## src/rtl/osr_pull_ctrl.sv

```systemverilog
// Output-shift-register pull controller: decides when the OSR loads from the TX FIFO
// (explicit PULL or autopull on OUT/background) and stalls the core on an empty FIFO.
module osr_pull_ctrl (
    input  logic        clk,
    input  logic        reset,
    input  logic        penable,
    input  logic        restart,
    input  logic        exec_out,
    input  logic        exec_pull,
    input  logic        pull_block,
    input  logic        pull_ifempty,
    input  logic        auto_pull,
    input  logic [4:0]  pull_thresh,
    input  logic [5:0]  shift_count,
    input  logic        fifo_empty,
    output logic        osr_set,
    output logic        osr_do_shift,
    output logic        osr_src_x,
    output logic        fifo_pop,
    output logic        stall,
    output logic [15:0] stall_cnt
);
    typedef enum logic [1:0] {IDLE, WAIT_OUT, WAIT_PULL} state_t;

    state_t      state_q, state_d;
    logic        post_rst_q;
    logic [15:0] stall_cnt_q, stall_cnt_d;
    logic [5:0]  thr;
    logic        exhausted;
    logic        active;

    assign thr       = (pull_thresh == 5'd0) ? 6'd32 : {1'b0, pull_thresh};
    assign exhausted = (shift_count >= thr);
    // The cycle after reset is kept quiet as well, so nothing fires until the core has settled.
    assign active    = penable && !reset && !restart && !post_rst_q;

    always_comb begin
        osr_set      = 1'b0;
        osr_do_shift = 1'b0;
        osr_src_x    = 1'b0;
        fifo_pop     = 1'b0;
        stall        = 1'b0;
        state_d      = state_q;
        stall_cnt_d  = stall_cnt_q;
        if (active) begin
            case (state_q)
                IDLE: begin
                    if (exec_pull) begin
                        if (pull_ifempty && !exhausted) begin
                            // conditional PULL below threshold does nothing
                        end else if (!fifo_empty) begin
                            fifo_pop = 1'b1;
                            osr_set  = 1'b1;
                        end else if (pull_block) begin
                            stall   = 1'b1;
                            state_d = WAIT_PULL;
                        end else begin
                            osr_set   = 1'b1;
                            osr_src_x = 1'b1;
                        end
                    end else if (exec_out) begin
                        if (!auto_pull || !exhausted) begin
                            osr_do_shift = 1'b1;
                        end else if (!fifo_empty) begin
                            fifo_pop     = 1'b1;
                            osr_set      = 1'b1;
                            osr_do_shift = 1'b1;
                        end else begin
                            stall   = 1'b1;
                            state_d = WAIT_OUT;
                        end
                    end else if (auto_pull && exhausted && !fifo_empty) begin
                        fifo_pop = 1'b1;
                        osr_set  = 1'b1;
                    end
                end
                WAIT_OUT: begin
                    if (fifo_empty) begin
                        stall = 1'b1;
                    end else begin
                        fifo_pop     = 1'b1;
                        osr_set      = 1'b1;
                        osr_do_shift = 1'b1;
                        state_d      = IDLE;
                    end
                end
                WAIT_PULL: begin
                    if (fifo_empty) begin
                        stall = 1'b1;
                    end else begin
                        fifo_pop = 1'b1;
                        osr_set  = 1'b1;
                        state_d  = IDLE;
                    end
                end
                default: state_d = IDLE;
            endcase
        end
        if (stall && stall_cnt_q != 16'hFFFF)
            stall_cnt_d = stall_cnt_q + 16'd1;
    end

    always_ff @(posedge clk) begin
        if (reset) begin
            state_q     <= IDLE;
            stall_cnt_q <= 16'd0;
            post_rst_q  <= 1'b1;
        end else begin
            post_rst_q  <= 1'b0;
            state_q     <= restart ? IDLE : state_d;
            stall_cnt_q <= stall_cnt_d;
        end
    end

    assign stall_cnt = stall_cnt_q;
endmodule

```

## config.mk

```make
export PLATFORM = sky130hd
export DESIGN_NAME = osr_pull_ctrl
export DESIGN_NICKNAME = d
export VERILOG_FILES = /design/src/rtl/osr_pull_ctrl.sv
export SDC_FILE = /design/constraint.sdc
export NUM_CORES = 1
export LEC_CHECK = 0
export BUFFER_PORTS_ARGS = -buffer_cell sky130_fd_sc_hd__buf_4
export CAP_MARGIN = 25
export CELL_PAD_IN_SITES_DETAIL_PLACEMENT = 1
export CELL_PAD_IN_SITES_GLOBAL_PLACEMENT = 1
export CORE_UTILIZATION = 39
export DETAILED_ROUTE_END_ITERATION = 12
export HOLD_SLACK_MARGIN = 0.12
export PLACE_DENSITY = 0.8
export SETUP_SLACK_MARGIN = 0.4
export SYNTH_ARGS = -nofsm -noshare
export SYNTH_HDL_FRONTEND = slang
export SYNTH_SLANG_ARGS = --single-unit
```

## constraint.sdc

```tcl
create_clock -name clk -period 6.6 [get_ports clk]
set_clock_uncertainty 0.1 [all_clocks]
set_input_delay 0.66 -clock clk [delete_from_list [all_inputs] [get_ports clk]]
set_output_delay 0.66 -clock clk [all_outputs]
set_load 0.005 [all_outputs]
```

==> flow_summary_export.csv <==
group,metric,value,unit
global_route,globalRoute.totalOverflow,0,
drt,via_per_inst,5.59,
run_status,outcome,"finished clean",
logic_synthesis,synth_enable_flop_cells,0,
logic_synthesis,ys_types,51,
drt,via_count,1347,
floorplan,die_h,60.2,µm
clock_network,clk_pin_slew_worst_paths,0.11,ns
placed_design,hpwlAfterDp,2900,µm
global_route,grt_pass1_wl,6020,µm
global_route,antenna_found_initial,0,
setup_path,critPathArrivalTime,2.73,ns
global_route,grt_max_degree,25,
final_layout,num-nets-final,229,
logic_synthesis,synth_common_cells,"19 x dfxtp_1, 16 x a21oi_1, 12 x nand2_1, 10 x ha_1",
logic_synthesis,postSynthAreaPerCell,8.35,µm²
power,p_leak,0.688,nW
global_route,grt_pass1_vias,1331,
setup_path,crit_path_end_kind,"primary output",
floorplan,die_w,60.2,µm
logic_synthesis,synth-seq-cells,19,
setup_path,crit_type,"input pin to primary output",
timing,fmax,287,MHz
power,p_total,0.210,mW
logic_synthesis,ys_async_sr_fraction,0,%
logic_synthesis,synth-compound-area-share,24.1,%
logic_synthesis,synthCells,158,
final_layout,utilization,53.3,%
timing,min_period_over_period,52.9,%
floorplan,core,3130,µm²
final_layout,nFillCells,399,
job,maxCapViolCount,0,
logic_synthesis,synthSimpleGateAreaFrac,29.2,%
clock_network,cts_tree,"done",
timing,slew_violations,0,
drt,wl_per_cell,15.2,µm
logic_synthesis,netlist_area,1320,µm²
clock_network,clock-sinks,19,
final_layout,antenna_cells,0,
timing,rsz0062_at_grt,"false",
setup_path,cp.required,5.84,ns
power,ir_drop,81.9,µV
final_layout,drive_above_1_share,28.4,%
placed_design,port_buffers,41,
clock_network,root_buffer,"clkbuf_4",
placed_design,gp_congestion,0.809,
clock_network,clk_latency,0.29,ns
timing,setup_viol,0,
timing,max-slew-margin-rel,60.9,%
clock_network,ctsHoldBuffers,0,
setup_path,crit_top_cell,"buf_4",
setup_path,crit_fanout,4,
logic_synthesis,synth.area.top_cells,"dfxtp_1 29%, ha_1 9.5%, a21oi_1 6.1%",
floorplan,die_area,3620,µm²
setup_path,start_kind,"input pin",
setup_path,crit_family,"simple AND/OR/NAND/NOR gates",
logic_synthesis,synth_mux_area_share,0.758,%
logic_synthesis,synth-seq-area-share,28.8,%
logic_synthesis,synth_xor_area_share,1.99,%
setup_path,cp_slowest_stage_delay,0.36,ns
clock_network,clockBufferDepth,2,
logic_synthesis,syn-num-nets,189,
timing,hold_viol_final,0,
floorplan,ios,42,
logic_synthesis,synth_fa_ha_area_share,9.48,%
setup_path,cp_slowest_cell,"ha_1",
logic_synthesis,yosys.area.top_type_share,28.8,%
logic_synthesis,synth_top_family_by_area,"simple AND/OR/NAND/NOR gates",
global_route,grt_usage,22.0,%
timing,tns,0,ns
drt,drc_errors,0,
logic_synthesis,synth_top_area_cell,"dfxtp_1",
floorplan,start_util,42.2,%
hold_path,min_path_type,"register to register",
setup_path,cp_cell_sequence,"buf_4 -> nor3_1 -> nand3_1 -> ha_1 -> nand4_2 -> or2_1 -> o21bai_4 -> a21o_1 -> a21oi_1 -> nor4b_1 -> buf_4",
logic_synthesis,yosysWarnings,0,
drt,ant_nets,0,
logic_synthesis,yosysMostFrequentCell,"dfxtp_1",
timing,worst_pin_slew,0.585,ns
clock_network,cts_buffers,3,
drt,wl,3650,µm
setup_path,path_buf_inv,2,
drt,first_pass_iters,4,
clock_network,htreeDepth,1,
floorplan,placementRows,20,
clock_network,postCtsSetupRepairBufs,0,
drt,drt_iter0_drc,58,
timing,whs,0.388,ns
logic_synthesis,synth_flop_cell,"dfxtp_1",
clock_network,cts_resized,0,
timing,min_period,3.49,ns
final_layout,syn2layout_area_growth,26.4,%
power,power_density,126,nW/µm²
## cell usage in the layout (no fill, tap or decap), types with 2 or more instances in the layout
master / n
or3_1: 5
and3_1: 2
nand2_1: 12
xor2_1: 3
o211ai_1: 2
nor3_1: 4
o22ai_1: 2
inv_1: 9
nand2b_1: 2
or4_1: 4
buf_4: 41
nor2_1: 9
dfxtp_1: 19
ha_1: 10
o21ai_0: 3
a21oi_1: 16
clkbuf_4: 3
o31ai_1: 4
nand3_1: 6
o21ai_1: 6
nand4_1: 6
## registers in the layout, summed over array words and instances (netlist names)
| register | flops |
|---|---|
| post_rst_q | 1 |
| stall_cnt | 16 |
| state_q | 2 |
## stage by stage
step	cell area [µm²]	setup WS, ns	std cells
2_1_floorplan	1320	3.65	158
3_3_place_gp	1640	3.35	237
3_5_place_dp	1640	3.16	237
4_1_cts	1670	3.15	241
5_1_grt	1670	3.07	241
6_report	1670	3.11	241
## worst paths after layout
kind,start,cells after the start,to,slack (ns)
worst max-delay path,pull_thresh[0],11,osr_set,3.11
worst min-delay path,state_q[1]$_SDFFE_PP0P_,2,state_q[1]$_SDFFE_PP0P_,0.39
worst max register to register,state_q[0]$_SDFFE_PP0P_,7,stall_cnt[1]$_SDFFE_PP0P_,4.36
worst min register to register,state_q[1]$_SDFFE_PP0P_,2,state_q[1]$_SDFFE_PP0P_,0.39
## report_power, final
group	switching, mW	internal, mW	leakage (nW)
Clock	0.0346	0.0235	0.0150
Sequential	0.000170	0.115	0.153
Combinational	0.0185	0.0183	0.520
Total	0.0533	0.157	0.688
## kinds of logic (layout without fill, tap and decap cells)
kind of cell	Yosys count	count (layout)
xor+xnor	3	3
mux	1	1
simple gates	64	64
fa+ha+maj	10	10
compound gates	46	46
flops	19	19
buf+inv	15	54
## worst min-delay path, delay by kind of cell, from the launching register on
kind	cells	cell delay (ns)
AO/OA/AOI/OAI	1	0.06
flip-flops	1	0.34
AND/OR/NAND/NOR	1	0.05
## area by class of cell
class	instances	area, µm²	area share (%)
clock buffer	4	26.3	1.58
inverter	9	33.8	2.03
multi-input combinational	124	865	51.8
sequential	19	380	22.8
tap	44	55.1	3.30
timing repair buffer	41	308	18.5
## per-layer routing
layer / track usage (%) / vias up / part of all wire [%]
met4: 4.98 / 0 / 0.58
met5: 0 / - / 0
met2: 41.9 / 25 / 54
met1: 25.0 / 652 / 42
li1: - / 668 / -
met3: 3.68 / 2 / 3.4
No activity file was read; power rests on OpenSTA's default activity.
